==> config.mk <==
export PLATFORM = sky130hd
export DESIGN_NAME = ped_request_ctrl_flat
export DESIGN_NICKNAME = d
export VERILOG_FILES = /design/src/rtl/ped_request_ctrl_if.sv /design/src/rtl/ped_request_ctrl.sv /design/src/flat_wrapper.sv
export SDC_FILE = /design/constraint.sdc
export NUM_CORES = 1
export LEC_CHECK = 0
export CORE_MARGIN = 2
export CORE_UTILIZATION = 54
export DETAILED_ROUTE_END_ITERATION = 10
export DONT_BUFFER_PORTS = 1
export PLACE_DENSITY = 0.77
export SYNTH_ARGS = -nofsm -noshare
export SYNTH_HDL_FRONTEND = slang
export SYNTH_SLANG_ARGS = --single-unit
==> constraint.sdc <==
create_clock -name clk -period 1.5 [get_ports clk]
set_input_delay 0.3 -clock clk [delete_from_list [all_inputs] [get_ports clk]]
set_output_delay 0.3 -clock clk [all_outputs]
set_load 0.01 [all_outputs]
==> src/rtl/ped_request_ctrl_if.sv <==
// Pedestrian request handshake bundle.
//   btn_n       : raw pushbutton, active-low, asynchronous and bouncing
//   req_ack     : one-cycle pulse from the light controller when the request is served
//   req         : level request to the light controller
//   btn_press   : one-cycle pulse per clean press
//   busy        : high while the post-service lockout runs
//   lock_remain : whole seconds of lockout remaining (countdown display)
// slave  : the request controller side
// master : the environment side (button + light controller)
interface ped_request_ctrl_if;
  logic       btn_n;
  logic       req_ack;
  logic       req;
  logic       btn_press;
  logic       busy;
  logic [5:0] lock_remain;

  modport slave (
    input  btn_n,
    input  req_ack,
    output req,
    output btn_press,
    output busy,
    output lock_remain
  );

  modport master (
    output btn_n,
    output req_ack,
    input  req,
    input  btn_press,
    input  busy,
    input  lock_remain
  );
endinterface

==> src/rtl/ped_request_ctrl.sv <==
// Pedestrian request controller: synchronizes and debounces the pushbutton, raises a level
// request to the light controller, and after service optionally holds off new requests for a
// fixed lockout with a seconds countdown.
// Ports:
//   clk : sole clock, rising edge
//   rst : synchronous active-high reset
//   bus : ped_request_ctrl_if.slave (btn_n, req_ack in; req, btn_press, busy, lock_remain out)
// Build option: define PED_LOCKOUT_EN to include the LOCKOUT state, the 1 s prescaler and the
// countdown. Without it req_ack returns PENDING straight to IDLE and busy/lock_remain are 0.
module ped_request_ctrl #(
  parameter int unsigned CLK_FREQ    = 50_000_000,
  parameter int unsigned DEBOUNCE_MS = 20,
  parameter int unsigned LOCKOUT_S   = 10
) (
  input logic               clk,
  input logic               rst,
  ped_request_ctrl_if.slave bus
);

  localparam int unsigned DebCycles = CLK_FREQ / 1000 * DEBOUNCE_MS;
  localparam int unsigned DebW      = (DebCycles > 1) ? $clog2(DebCycles) : 1;
  localparam logic [DebW-1:0] DebLast = DebW'(DebCycles - 1);

  if (DebCycles < 1) begin : g_bad_debounce
    $error("DEBOUNCE_CYCLES must be at least 1");
  end
  if (LOCKOUT_S < 1 || LOCKOUT_S > 63) begin : g_bad_lockout
    $error("LOCKOUT_S must be in 1..63");
  end

  // ---------------------------------------------------------------------------
  // Synchronizer and debouncer
  // ---------------------------------------------------------------------------
  logic            sync1_q;
  logic            sync2_q;
  logic            btn_stable_q;
  logic            btn_press_q;
  logic [DebW-1:0] deb_cnt_q;

  always_ff @(posedge clk) begin
    if (rst) begin
      sync1_q      <= 1'b1;
      sync2_q      <= 1'b1;
      btn_stable_q <= 1'b1;
      btn_press_q  <= 1'b0;
      deb_cnt_q    <= '0;
    end else begin
      sync1_q     <= bus.btn_n;
      sync2_q     <= sync1_q;
      btn_press_q <= 1'b0;
      if (sync2_q == btn_stable_q) begin
        deb_cnt_q <= '0;
      end else if (deb_cnt_q == DebLast) begin
        deb_cnt_q    <= '0;
        btn_stable_q <= sync2_q;
        // Only the 1->0 flip (press) pulses; a release flips from 0 and yields 0.
        btn_press_q  <= btn_stable_q;
      end else begin
        deb_cnt_q <= deb_cnt_q + 1'b1;
      end
    end
  end

  assign bus.btn_press = btn_press_q;

  // ---------------------------------------------------------------------------
  // Request FSM
  // ---------------------------------------------------------------------------
  typedef enum logic [1:0] {StIdle, StPending, StLockout} state_e;

  state_e state_q;
  logic   req_q;

`ifdef PED_LOCKOUT_EN
  localparam int unsigned PreW = (CLK_FREQ > 1) ? $clog2(CLK_FREQ) : 1;
  localparam logic [PreW-1:0] PreLast = PreW'(CLK_FREQ - 1);

  logic [PreW-1:0] presc_q;
  logic [5:0]      lock_remain_q;
  logic            busy_q;

  always_ff @(posedge clk) begin
    if (rst) begin
      state_q       <= StIdle;
      req_q         <= 1'b0;
      busy_q        <= 1'b0;
      presc_q       <= '0;
      lock_remain_q <= '0;
    end else begin
      unique case (state_q)
        StIdle: begin
          if (btn_press_q) begin
            state_q <= StPending;
            req_q   <= 1'b1;
          end
        end
        StPending: begin
          if (bus.req_ack) begin
            state_q       <= StLockout;
            req_q         <= 1'b0;
            busy_q        <= 1'b1;
            presc_q       <= '0;
            lock_remain_q <= 6'(LOCKOUT_S);
          end
        end
        StLockout: begin
          // Presses and acks are ignored here, even one landing on the expiry edge.
          if (presc_q == PreLast) begin
            presc_q <= '0;
            if (lock_remain_q == 6'd1) begin
              state_q       <= StIdle;
              busy_q        <= 1'b0;
              lock_remain_q <= '0;
            end else begin
              lock_remain_q <= lock_remain_q - 6'd1;
            end
          end else begin
            presc_q <= presc_q + 1'b1;
          end
        end
        default: begin
          state_q       <= StIdle;
          req_q         <= 1'b0;
          busy_q        <= 1'b0;
          lock_remain_q <= '0;
        end
      endcase
    end
  end

  assign bus.busy        = busy_q;
  assign bus.lock_remain = lock_remain_q;
`else
  always_ff @(posedge clk) begin
    if (rst) begin
      state_q <= StIdle;
      req_q   <= 1'b0;
    end else begin
      unique case (state_q)
        StIdle: begin
          if (btn_press_q) begin
            state_q <= StPending;
            req_q   <= 1'b1;
          end
        end
        StPending: begin
          if (bus.req_ack) begin
            state_q <= StIdle;
            req_q   <= 1'b0;
          end
        end
        default: begin
          state_q <= StIdle;
          req_q   <= 1'b0;
        end
      endcase
    end
  end

  // Lockout length has no meaning in this build.
  logic unused_lockout_s;
  assign unused_lockout_s = ^6'(LOCKOUT_S);

  assign bus.busy        = 1'b0;
  assign bus.lock_remain = 6'd0;
`endif

  assign bus.req = req_q;

endmodule

==> src/flat_wrapper.sv <==
// flat-port wrapper written by rule: the top's interface ports become plain ports
module ped_request_ctrl_flat 
#(
  parameter int unsigned CLK_FREQ    = 50_000_000,
  parameter int unsigned DEBOUNCE_MS = 20,
  parameter int unsigned LOCKOUT_S   = 10
)
  (clk, rst, bus_btn_n, bus_req_ack, bus_req, bus_btn_press, bus_busy, bus_lock_remain);
  ped_request_ctrl_if bus_i ();
  input logic clk;
  input logic rst;
  input wire logic [$bits(bus_i.btn_n)-1:0] bus_btn_n;
  input wire logic [$bits(bus_i.req_ack)-1:0] bus_req_ack;
  output wire logic [$bits(bus_i.req)-1:0] bus_req;
  output wire logic [$bits(bus_i.btn_press)-1:0] bus_btn_press;
  output wire logic [$bits(bus_i.busy)-1:0] bus_busy;
  output wire logic [$bits(bus_i.lock_remain)-1:0] bus_lock_remain;
  assign bus_i.btn_n = bus_btn_n;
  assign bus_i.req_ack = bus_req_ack;
  assign bus_req = bus_i.req;
  assign bus_btn_press = bus_i.btn_press;
  assign bus_busy = bus_i.busy;
  assign bus_lock_remain = bus_i.lock_remain;
  ped_request_ctrl #(.CLK_FREQ(CLK_FREQ), .DEBOUNCE_MS(DEBOUNCE_MS), .LOCKOUT_S(LOCKOUT_S)) u_core (.clk(clk), .rst(rst), .bus(bus_i));
endmodule
==> flow_summary.yaml, run 1 <==
timing:
  finalMaxSlewViolations: 0
  finalHoldViolCount: 0
  finalClockSkew_ns: 0.007840
  fin_setup_tns_ns: 0
  setup_viol: 0
  setup_ws_ns: 0.02645
  max_freq_ghz: 0.6786
  rsz0062_at_grt: "yes"
  min_period_over_period: 0.9824
  period_needed_ns: 1.474
detailed_routing:
  post_drt_wl_per_cell_um: 12.13
  wl_mm: 2.135
  postRouteAntennaNets: 0
  via_count: 925
  drc_errors: 0
  drtIter0Drc: 12
  viasPerCell: 5.256
  dr.pass1.iters: 4
worst_setup_path:
  cp_top_family: "simple AND/OR/NAND/NOR gates"
  slowest_stage: "or4_4"
  cp.required_ns: 1.76
  worstPathCellList: "nand4_2 -> or3_4 -> or4_4 -> a21oi_2"
  timing.rr.end: "u_core.deb_cnt_q[17]"
  cp_slowest_stage_delay_ns: 0.42
  r2r_start: "u_core.deb_cnt_q[6]"
  start_kind: "flip-flop"
  cp.depth: 4
  cp.buffers_inverters: 0
  reg2reg_slack_ns: 0.03
  crit_path_end: "u_core.deb_cnt_q[17]"
  critPathLaunch: "u_core.deb_cnt_q[6]"
  crit_fanout: 6
  r2r_cells: 4
  end_kind: "flip-flop"
  critPathArrivalTime_ns: 1.74
  critPathKind: "flip-flop to flip-flop"
pwr:
  p_comb_frac: 0.020
  clkPwrFrac: 0.299
  p_seq_frac: 0.680
  p_int_uw: 775.2
  swShare: 0.2099
  p_total_uw: 981.1
  leakagePower_uw: 0.0004506
  p_sw_uw: 205.9
  p_per_area_mw_per_mm2: 724.1
  ir_drop_mv: 0.4407
floorplan:
  rows: 16
  io_pins: 13
  die_x_um: 49.84
  fp.coreArea_mm2: 0.001982
  die_h_um: 49.84
  start_util: 0.5726
  dieArea_mm2: 0.002484
clock_tree:
  cts_buffers: 3
  cts-root-buf: "clkbuf_4"
  hold_buffers: 0
  htreeDepth: 1
  clk_pin_slew_ns: 0.13
  cts_tree: "done"
  clkLatencyLatePin_ns: 0.31
  clock-sinks: 25
  cts.path.max_buffers: 2
synthesis:
  syn_inst: 129
  ys_seq_area_frac: 0.4410
  ys_warn_count: 0
  syn_area_mm2: 0.001135
  ys_ff_latch: 25
  avgSynthCellArea_um2: 8.797
  ys_types: 32
  synth_edf_count: 0
  synthFlopType: "dfxtp_1"
  async_flop_share: 0
finish:
  final_area_mm2: 0.001355
  area_delta_synth_final_pct: 19.40
  n_antenna_cell: 0
  fin_cells: 176
  most-common-layout-cells: "19 x nor2_1, 19 x buf_4, 16 x dfxtp_1, 13 x xnor2_1, 8 x dfxtp_2"
  drive_gt1_frac: 0.2953
  fin_nets: 155
worst_hold_path:
  hp-class: "input port to flip-flop"
placed_design:
  place_ws_ns: -0.02148
  hpwl_mm: 1.642
  place.gp.congestion: 0.8121
  io_buffers: 0
  dp_cells: 171
  placedInstanceArea_mm2: 0.001292
global_routing:
  grt_pass1_vias: 860
  gr-total-overflow: 0
  grt_first_pass_wirelength_mm: 3.512
  grtUsageTotal: 0.1830
  grt_start_max_net_pins: 21
  antenna_found_initial: 0
run_status:
  status: "finished clean"
flow_run:
  cap_viol_max_count: 0
## worst min-delay path by stage
stage	start	endpoint	cells past startpoint
global placement	rst	u_core.state_q[0]	1
detailed placement	rst	u_core.bus.btn_press	1
finish	rst	u_core.bus.btn_press	1
floorplan	rst	u_core.state_q[0]	1
CTS	rst	u_core.bus.btn_press	1
global route	rst	u_core.bus.btn_press	1
## per-stage QoR
stage | hold slack, ns | util
after floorplan | 0.3785 | -
after global placement | 0.3821 | 0.6521
after detailed placement | 0.3873 | 0.6521
after CTS | 0.03672 | 0.6679
after global routing | 0.03145 | 0.6837
final | 0.05167 | 0.6837
## cells in the mapped netlist, drive strengths merged (2+ instances only)
cell type,number,area share
inv,4,0.013
nand2,8,0.026
buf,7,0.046
a21oi,4,0.018
nor4,6,0.033
xnor2,13,0.10
nor2,20,0.066
nand4,5,0.033
dfxtp,25,0.44
clkbuf,3,0.0099
or2,2,0.011
and4,2,0.015
and3,2,0.011
o21ai,2,0.0088
nor3,3,0.013
or3,3,0.021
a211o,2,0.015
xor2,2,0.015
nand3,6,0.031
## what timing repair did
| item | CTS | global route |
|---|---|---|
| cloned | 0 | 0 |
| pin swaps | 1 | 5 |
| endpoints found under the setup margin | 21 | 22 |
| resized for setup | 2 | 10 |
| setup buffers | 0 | 1 |
## worst register-to-register path, stage by stage (launching register included)
cell	delay [ns]
dfxtp_4	0.39
nand4_2	0.11
or3_4	0.37
or4_4	0.42
a21oi_2	0.13
## power groups by stage
| stage | combinational (uW) | sequential (uW) | clock, uW |
|---|---|---|---|
| 6_report | 19.9 | 667 | 294 |
| 5_1_grt | 22.6 | 668 | 324 |
| 4_1_cts | 19.7 | 668 | 310 |
| 3_5_place_dp | 19.6 | 684 | 0 |
| 3_3_place_gp | 19.4 | 684 | 0 |
| 2_1_floorplan | 28.8 | 683 | 0 |
## cell families after synthesis
| kind of cell | synth area share |
|---|---|
| buf+inv | 0.06945 |
| fa+ha+maj | 0.01102 |
| other cells | 0.003304 |
| compound gates | 0.06285 |
| xor+xnor | 0.1158 |
| simple gates | 0.2966 |
| flops | 0.4410 |
## cell type report
type | instances | area, um2
clock buffer | 4 | 26.28
inverter | 4 | 15.01
fill | 160 | 626.9
tap | 27 | 33.78
timing repair buffer | 20 | 162.7
multi-input combinational | 96 | 603.1
sequential | 25 | 514.2
## metal layers
layer,up-vias,global-route usage,routed length (um)
met3,4,0.03333,66
met5,-,0,0
met2,18,0.3311,1097
li1,474,-,-
met4,0,0.06944,31
met1,429,0.2114,940
## sequential cells by signal, summed over array words and instances, names as in the netlist
signal,count
u_core.deb_cnt_q,20
u_core.sync2_q,1
u_core.sync1_q,1
u_core.btn_stable_q,1
u_core.bus.btn_press,1
u_core.state_q,1
No activity file was read; power rests on OpenSTA's default activity.
==> run 2, diff against run 1 <==
RECOVER_POWER = 50   (was unset)
TNS_END_PERCENT = 5   (was unset)
==> flow_summary.yaml, run 2 (same netlist as run 1, synthesis figures left out) <==
placed_design:
  placedInstanceArea_mm2: 0.001292
  hpwl_mm: 1.642
  dp_cells: 171
  place.gp.congestion: 0.8121
  place_ws_ns: -0.02148
  io_buffers: 0
clock_tree:
  htreeDepth: 1
  cts-root-buf: "clkbuf_4"
  hold_buffers: 0
  clkLatencyLatePin_ns: 0.31
  cts.path.max_buffers: 2
  clk_pin_slew_ns: 0.13
  cts_tree: "done"
  cts_buffers: 3
  clock-sinks: 25
detailed_routing:
  top_layer: "met4"
  drtIter0Drc: 12
  met2_wirelength_mm: 1.100
  post_drt_wl_per_cell_um: 12.13
  drc_errors: 0
  dr.pass1.iters: 4
  viasPerCell: 5.244
  postRouteAntennaNets: 0
  wirelength_met1_um: 936
  via_count: 923
  wl_met3_um: 66
  wl_mm: 2.134
worst_setup_path:
  reg2reg_slack_ns: 0.03
  critPathArrivalTime_ns: 1.74
  worstPathCellList: "nand4_2 -> or3_4 -> or4_4 -> a21oi_2"
  crit_fanout: 6
  end_kind: "flip-flop"
  critPathKind: "flip-flop to flip-flop"
  cp.required_ns: 1.76
  start_kind: "flip-flop"
  r2r_cells: 4
  cp_slowest_stage_delay_ns: 0.42
  slowest_stage: "or4_4"
pwr:
  leakagePower_uw: 0.0004506
  p_seq_frac: 0.680
  ir_drop_mv: 0.4407
  p_per_area_mw_per_mm2: 724.1
  p_comb_frac: 0.020
  p_sw_uw: 205.9
  swShare: 0.2099
  clkPwrFrac: 0.299
  p_int_uw: 775.2
timing:
  max_freq_ghz: 0.6785
  finalClockSkew_ns: 0.007839
  finalMaxSlewViolations: 0
  whs_ns: 0.05167
  finalHoldViolCount: 0
  rsz0062_at_grt: "yes"
  min_period_over_period: 0.9826
  setup_ws_ns: 0.02613
  setup_viol: 0
  period_needed_ns: 1.474
floorplan:
  die_h_um: 49.84
  fp.coreArea_mm2: 0.001982
  rows: 16
  io_pins: 13
  die_x_um: 49.84
  start_util: 0.5726
  dieArea_mm2: 0.002484
finish:
  fin_nets: 155
  top_register: "u_core.deb_cnt_q"
  n_antenna_cell: 0
  drive_gt1_frac: 0.2953
  area_delta_synth_final_pct: 19.40
  final_area_mm2: 0.001355
  largest_reg_flops: 20
  most-common-layout-cells: "19 x nor2_1, 19 x buf_4, 16 x dfxtp_1, 13 x xnor2_1, 8 x dfxtp_2"
  fin_util: 0.6837
  fin_cells: 176
  fillers: 160
flow_run:
  cap_viol_max_count: 0
global_routing:
  grtUsageTotal: 0.1830
  antenna_found_initial: 0
  grt_start_max_net_pins: 21
  grt_pass1_vias: 860
  grt_first_pass_wirelength_mm: 3.512
  gr-total-overflow: 0
run_status:
  status: "finished clean"
worst_hold_path:
  hp-class: "input port to flip-flop"
  holdPathStages: 1
run 2: cell counts in the layout (fill, tap and decap cells not counted):
No cell type changed its count.
run 2: path summary, 6_finish.rpt:
kind                            start                    to
setup / recovery  u_core.deb_cnt_q[6]  u_core.deb_cnt_q[17]
setup reg to reg  u_core.deb_cnt_q[6]  u_core.deb_cnt_q[17]
hold reg to reg   u_core.deb_cnt_q[0]   u_core.deb_cnt_q[0]
hold / removal                    rst  u_core.bus.btn_press
run 2: stage by stage:
stage,power [uW],setup TNS (ns)
2_1_floorplan,712.2,-0.2303
3_3_place_gp,703.2,0
3_5_place_dp,703.6,-0.2894
4_1_cts,996.9,0
5_1_grt,1015,-0.3917
6_report,981.1,0
run 2: layer usage:
metal | track usage | up-vias
li1 | - | 474
met1 | 0.2114 | 427
met2 | 0.3311 | 18
met3 | 0.03333 | 4
met4 | 0.06944 | 0
met5 | 0 | -
run 2: cell type report:
class | count | area, um2 | area share
multi-input cells | 96 | 603.1 | 0.4451
inverters | 4 | 15.01 | 0.01108
clock buffers | 4 | 26.28 | 0.01939
well taps | 27 | 33.78 | 0.02493
flip-flops and latches | 25 | 514.2 | 0.3795
repair buffers | 20 | 162.7 | 0.1200
run 2: timing repair:
action | in CTS | in global routing
buffers inserted | 0 | 1
resized for setup | 2 | 10
pin swaps | 1 | 5
cloned | 0 | 0
endpoints found under the setup margin | 21 | 22
run 2: power by group through the flow:
stage | logic, uW | registers [uW] | clock network, uW
floorplan | 28.8 | 683 | 0
global placement | 19.4 | 684 | 0
detailed placement | 19.6 | 684 | 0
CTS | 19.7 | 668 | 310
global route | 22.6 | 668 | 324
finish | 19.9 | 667 | 294
run 2: worst max-delay path: cells and delay by family (launching register included):
kind	cells	cell delay [ns]
and+or+nand+nor	3	0.90
DFF	1	0.39
AOI/OAI and AO/OA	1	0.13
